$ cat config.mk
export PLATFORM = sky130hd
export DESIGN_NAME = fetch_stage_ctrl
export DESIGN_NICKNAME = d
export VERILOG_FILES = /design/src/rtl/fetch_stage_ctrl.sv
export SDC_FILE = /design/constraint.sdc
export NUM_CORES = 1
export LEC_CHECK = 0
export ABC_AREA = 1
export BUFFER_PORTS_ARGS = -buffer_cell sky130_fd_sc_hd__buf_2
export CORE_ASPECT_RATIO = 2
export CORE_UTILIZATION = 50
export CTS_CLUSTER_SIZE = 30
export DETAILED_ROUTE_END_ITERATION = 6
export GPL_ROUTABILITY_DRIVEN = 0
export GPL_TIMING_DRIVEN = 0
export PLACE_DENSITY = 0.8
export SLEW_MARGIN = 15
export SYNTH_ARGS = -nofsm -noshare
export SYNTH_HDL_FRONTEND = slang
export SYNTH_SLANG_ARGS = --single-unit
$ cat constraint.sdc
create_clock -name clk -period 2 [get_ports clk]
set_input_delay 0.3 -clock clk [delete_from_list [all_inputs] [get_ports clk]]
set_output_delay 0.3 -clock clk [all_outputs]
set_load 0.03 [all_outputs]
$ cat src/rtl/fetch_stage_ctrl.sv
// fetch_stage_ctrl
//   Fetch-stage controller: owns the program counter and the IF/ID pipeline
//   register. It applies hold, flush and redirect requests from the hazard
//   unit one posedge after they are presented. It also tracks fetch state
//   (RUN / STALL / SQUASH) and raises a sticky watchdog flag when a stall
//   runs for MAX_STALL consecutive cycles.
//
//   Optional build macro FETCH_PERF_CNT_EN adds two saturating performance
//   counters, stall_count and squash_count, as extra outputs.
module fetch_stage_ctrl #(
  parameter logic [31:0] RESET_PC      = 32'h0000_0000,
  parameter int unsigned SQUASH_CYCLES = 1,
  parameter int unsigned MAX_STALL     = 64
) (
  input  logic        clk,
  input  logic        rst_n,
  input  logic        hold_pc,
  input  logic        hold_ifid,
  input  logic        flush_ifid,
  input  logic        branch_taken,
  input  logic [31:0] branch_target,
  input  logic        jump_valid,
  input  logic [31:0] jump_target,
  output logic [31:0] imem_addr,
  input  logic [31:0] imem_rdata,
  output logic [31:0] ifid_instr,
  output logic [31:0] ifid_pc4,
  output logic        ifid_valid,
  output logic [1:0]  fetch_state,
  output logic        stall_timeout
`ifdef FETCH_PERF_CNT_EN
  ,
  output logic [31:0] stall_count,
  output logic [31:0] squash_count
`endif
);

  typedef enum logic [1:0] {
    ST_RUN    = 2'b00,
    ST_STALL  = 2'b01,
    ST_SQUASH = 2'b10
  } state_e;

  // SQUASH_CYCLES is limited to 0..7, so a 3-bit counter is enough.
  localparam logic [2:0]  SQUASH_INIT = 3'(SQUASH_CYCLES);
  localparam logic [15:0] STALL_LIMIT = 16'(MAX_STALL);

  logic [31:0] pc_r;
  logic [31:0] ifid_instr_r;
  logic [31:0] ifid_pc4_r;
  logic        ifid_valid_r;
  state_e      state_r;
  logic [2:0]  squash_left_r;
  logic [15:0] stall_run_r;
  logic        timeout_r;

  logic        redirect_s;
  logic [31:0] redirect_target_s;
  logic [31:0] pc_plus4_s;
  logic        ifid_bubble_s;
  logic [15:0] stall_run_nxt_s;

  // Redirect selection (branch beats jump), next sequential PC and the
  // next value of the consecutive-stall run counter.
  always_comb begin
    redirect_s    = branch_taken | jump_valid;
    ifid_bubble_s = flush_ifid | redirect_s;
    pc_plus4_s    = pc_r + 32'd4;
    if (branch_taken) begin
      redirect_target_s = branch_target;
    end else begin
      redirect_target_s = jump_target;
    end
    if (hold_pc && !redirect_s) begin
      if (stall_run_r == 16'hFFFF) begin
        stall_run_nxt_s = stall_run_r;
      end else begin
        stall_run_nxt_s = stall_run_r + 16'd1;
      end
    end else begin
      stall_run_nxt_s = 16'h0000;
    end
  end

  // Program counter: a redirect overrides hold_pc; otherwise advance by 4
  // (wrapping modulo 2^32) unless held.
  always_ff @(posedge clk) begin
    if (!rst_n) begin
      pc_r <= RESET_PC;
    end else if (redirect_s) begin
      pc_r <= redirect_target_s;
    end else if (hold_pc) begin
      pc_r <= pc_r;
    end else begin
      pc_r <= pc_plus4_s;
    end
  end

  // IF/ID register: bubble on flush/redirect, freeze on hold, else capture
  // the fetched word. Words fetched while squashing are marked invalid.
  always_ff @(posedge clk) begin
    if (!rst_n) begin
      ifid_instr_r <= 32'h0000_0000;
      ifid_pc4_r   <= 32'h0000_0000;
      ifid_valid_r <= 1'b0;
    end else if (ifid_bubble_s) begin
      ifid_instr_r <= 32'h0000_0000;
      ifid_pc4_r   <= 32'h0000_0000;
      ifid_valid_r <= 1'b0;
    end else if (hold_ifid) begin
      ifid_instr_r <= ifid_instr_r;
      ifid_pc4_r   <= ifid_pc4_r;
      ifid_valid_r <= ifid_valid_r;
    end else begin
      ifid_instr_r <= imem_rdata;
      ifid_pc4_r   <= pc_plus4_s;
      ifid_valid_r <= (state_r != ST_SQUASH);
    end
  end

  // Fetch state machine. A redirect is checked first in every state and
  // (re)loads the squash counter; the counter only moves on non-held cycles.
  always_ff @(posedge clk) begin
    if (!rst_n) begin
      state_r       <= ST_RUN;
      squash_left_r <= 3'd0;
    end else if (redirect_s) begin
      if (SQUASH_INIT == 3'd0) begin
        state_r       <= ST_RUN;
        squash_left_r <= 3'd0;
      end else begin
        state_r       <= ST_SQUASH;
        squash_left_r <= SQUASH_INIT;
      end
    end else begin
      case (state_r)
        ST_RUN: begin
          if (hold_pc) begin
            state_r <= ST_STALL;
          end else begin
            state_r <= ST_RUN;
          end
          squash_left_r <= 3'd0;
        end
        ST_STALL: begin
          if (hold_pc) begin
            state_r <= ST_STALL;
          end else begin
            state_r <= ST_RUN;
          end
          squash_left_r <= 3'd0;
        end
        ST_SQUASH: begin
          if (hold_pc) begin
            state_r       <= ST_SQUASH;
            squash_left_r <= squash_left_r;
          end else if (squash_left_r <= 3'd1) begin
            state_r       <= ST_RUN;
            squash_left_r <= 3'd0;
          end else begin
            state_r       <= ST_SQUASH;
            squash_left_r <= squash_left_r - 3'd1;
          end
        end
        default: begin
          state_r       <= ST_RUN;
          squash_left_r <= 3'd0;
        end
      endcase
    end
  end

  // Livelock watchdog: count consecutive held cycles and latch the timeout
  // flag once the run reaches the limit; only reset clears the flag.
  always_ff @(posedge clk) begin
    if (!rst_n) begin
      stall_run_r <= 16'h0000;
      timeout_r   <= 1'b0;
    end else begin
      stall_run_r <= stall_run_nxt_s;
      timeout_r   <= timeout_r | (stall_run_nxt_s >= STALL_LIMIT);
    end
  end

`ifdef FETCH_PERF_CNT_EN
  logic [31:0] perf_stall_r;
  logic [31:0] perf_squash_r;
  logic        squash_write_s;

  // An invalid entry lands in IF/ID on a flush/redirect bubble or on a
  // capture made while squashing.
  always_comb begin
    squash_write_s = ifid_bubble_s | (!hold_ifid && (state_r == ST_SQUASH));
  end

  // Saturating performance counters.
  always_ff @(posedge clk) begin
    if (!rst_n) begin
      perf_stall_r  <= 32'h0000_0000;
      perf_squash_r <= 32'h0000_0000;
    end else begin
      if ((state_r == ST_STALL) && (perf_stall_r != 32'hFFFF_FFFF)) begin
        perf_stall_r <= perf_stall_r + 32'd1;
      end else begin
        perf_stall_r <= perf_stall_r;
      end
      if (squash_write_s && (perf_squash_r != 32'hFFFF_FFFF)) begin
        perf_squash_r <= perf_squash_r + 32'd1;
      end else begin
        perf_squash_r <= perf_squash_r;
      end
    end
  end

  assign stall_count  = perf_stall_r;
  assign squash_count = perf_squash_r;
`endif

  assign imem_addr     = pc_r;
  assign ifid_instr    = ifid_instr_r;
  assign ifid_pc4      = ifid_pc4_r;
  assign ifid_valid    = ifid_valid_r;
  assign fetch_state   = state_r;
  assign stall_timeout = timeout_r;

endmodule
==> metrics.txt <==
EDFF count, synth=0; mapped cell area=between 5000 and 6000 um2; area of the multi-input gates=just under 3000 um2; Yosys Warn Count=0; final hold viol count=0; Peak supply drop=around 0.00065 V; core area=between 10000 and 15000 um2; period utilisation layout=0.941; Post-Syn Instances=around 840; post-layout min period=about 1900 ps; max-cap violations=0; Setup crit end kind=flop; FF/Latch Area=roughly 2400 um2; Setup crit start=imem_addr[2]; layout overhead on the synthesized area=31.5%; final slew viol count=0; maximum clock rate=approximately 530 MHz; Clock transition at path regs=around 60 ps; maximum clock path buffer count=2; cts hold-fix bufs=0; Tot GR Track Use=0.329; Die W=78.4 um; most frequent cells in the layout=220 x nand2_1, 210 x buf_2, 116 x dfxtp_1; synthesis-stage register bit count=approximately 120; net count of the mapped netlist=949; setup_tns=0 ps; skew final=around 5.3 ps; final core occ=0.676; total clock sinks=between 100 and 150; 1st-pass router iterations=7; wire per inst=around 16 um; die area=between 10000 and 15000 um2; status=completed; Syn Area/Cell=between 6 and 7 um2; via count=around 6.6k; PwrDens=between 800 and 900 nW/um2; critical path data arrival time=around 2200 ps; Die Y=155 um; final WL=19600 um; # IOs=roughly 200; CTS Buf Count=17; starting density of the core=0.514; # port buffers=199; H-tree depth=4; Final WS setup=~120 ps; Fillers=1057; layout cells sized above 1=0.256; largest net degree at the start of global routing=17; row cnt=55; antenna violations before repair=1; WP data required=between 2000 and 2500 ps; part of the Yosys area used for sequential elements=0.408; Synth cell types=43; root buffer cell=clkbuf_16; vias in the first global route=6185; CTS tree=done; hold_sp=imem_rdata[18]; post-place setup slack=-23.1 ps; Slew @ Worst Pin=around 700 ps; grt ovf=0; ys flop type=dfxtp_1; Final ANT Viol Nets=0; share of flip-flops with an asynchronous set or reset=0; Finish-stage setup viols=0; startpoint types=flop; DP HPWL=14700 um; layout net count=approximately 1.2k; slew margin rel.=0.532; Worst Path Max Fanout=6; Remaining DRCs=0; clk_lat worst skew=approximately 400 ps; Pleak=between 3 and 4 nW; Hold/Removal Path Class=in -> reg; initial drt markers=approximately 460; commonest non-fill, non-tap cell in the layout=nand2_1; via/cell ratio=5.39; r2r startpoint=imem_addr[2]; first-pass GRT wire length=between 30000 and 40000 um; Setup CP Type=reg -> reg
critical path, cell delays in order, from the launching register on:
cell	delay [ps]
dfxtp_4	380
ha_2	230
nand2_2	90
nor3_4	270
nand2_1	140
nor2_4	220
xor2_1	250
nand2_1	90
a31oi_1	140
kinds of logic (layout without fill, tap and decap cells):
kind of cell	Yosys count	count (layout)	synth area share
buffers and inverters	133	365	0.0924
other	0	1	0
XOR/XNOR	22	22	0.0330
adder cells (fa/ha/maj)	4	4	0.00857
flip-flops	119	119	0.408
AND/OR/NAND/NOR	412	412	0.303
AO/OA/AOI/OAI	152	152	0.155
layer usage:
metal / part of all wire / global-route usage / wire [um]
met1: 0.35 / 0.329 / 6770
met5: 0 / 0 / 0
met2: 0.53 / 0.604 / 10400
met3: 0.066 / 0.0637 / 1290
met4: 0.056 / 0.208 / 1100
metrics by stage:
step | cells | area, um2 | total power [mW] | hold slack [ps]
detailed placement | 1183 | 7010 | 3.34 | 452
global placement | 1183 | 7010 | 3.33 | 425
global route | 1217 | 7670 | 6.76 | 133
CTS | 1215 | 7640 | 6.56 | 128
finish | 1217 | 7670 | 6.57 | 133
floorplan | 842 | 5840 | 3.03 | 442
registers in the layout (all words and copies together) (netlist names):
| signal | count |
|---|---|
| fetch_state | 2 |
| ifid_instr | 32 |
| ifid_pc4 | 32 |
| ifid_valid | 1 |
| imem_addr | 32 |
| squash_left_r | 3 |
| stall_run_r | 16 |
| stall_timeout | 1 |
what timing repair did:
item                       in CTS  in global routing
hold endpoints to repair        0                  0
gates resized for setup         2                  7
setup buffers                   0                  1
pin swaps                       0                  2
setup endpoints to repair       3                 10
Yosys cell counts, types with 3 or more instances:
master | number | share of area
a21oi_1 | 49 | 0.042
nand2_1 | 220 | 0.14
clkbuf_1 | 19 | 0.012
buf_1 | 3 | 0.0019
inv_1 | 88 | 0.057
buf_2 | 11 | 0.0094
nand3b_1 | 5 | 0.0064
o211ai_1 | 15 | 0.019
nand4_1 | 14 | 0.015
dfxtp_1 | 119 | 0.41
o21ai_0 | 39 | 0.033
nor3_1 | 13 | 0.011
inv_2 | 7 | 0.0045
nor2_1 | 98 | 0.063
a31oi_1 | 8 | 0.0086
a22oi_1 | 11 | 0.014
o22ai_1 | 13 | 0.014
nand3_1 | 44 | 0.038
xor2_1 | 17 | 0.026
a221oi_1 | 3 | 0.0045
ha_1 | 4 | 0.0086
buf_4 | 3 | 0.0039
o21ai_1 | 3 | 0.0026
nor2_2 | 7 | 0.0075
xnor2_1 | 5 | 0.0075
power by group:
group          leakage, nW  internal, mW  switching (mW)
clock                0.308          2.18            1.07
sequential           0.970          2.45          0.0892
combinational         2.45         0.260           0.517
layout make-up:
class | instances | share of cell area
antenna | 1 | 0.000326
buffer | 38 | 0.0238
clock buffer | 24 | 0.0628
clock inverter | 8 | 0.0187
inverter | 95 | 0.0465
multi-input combinational | 590 | 0.383
sequential | 119 | 0.311
tap | 142 | 0.0231
timing repair buffer | 200 | 0.131
path summary, 6_finish.rpt:
check,to,slack (ps),cells after the start
max,imem_addr[10],120,8
min,ifid_instr[18],130,3
max reg2reg,imem_addr[10],120,8
min reg2reg,ifid_instr[20],460,2
No activity file was read; power rests on OpenSTA's default activity.
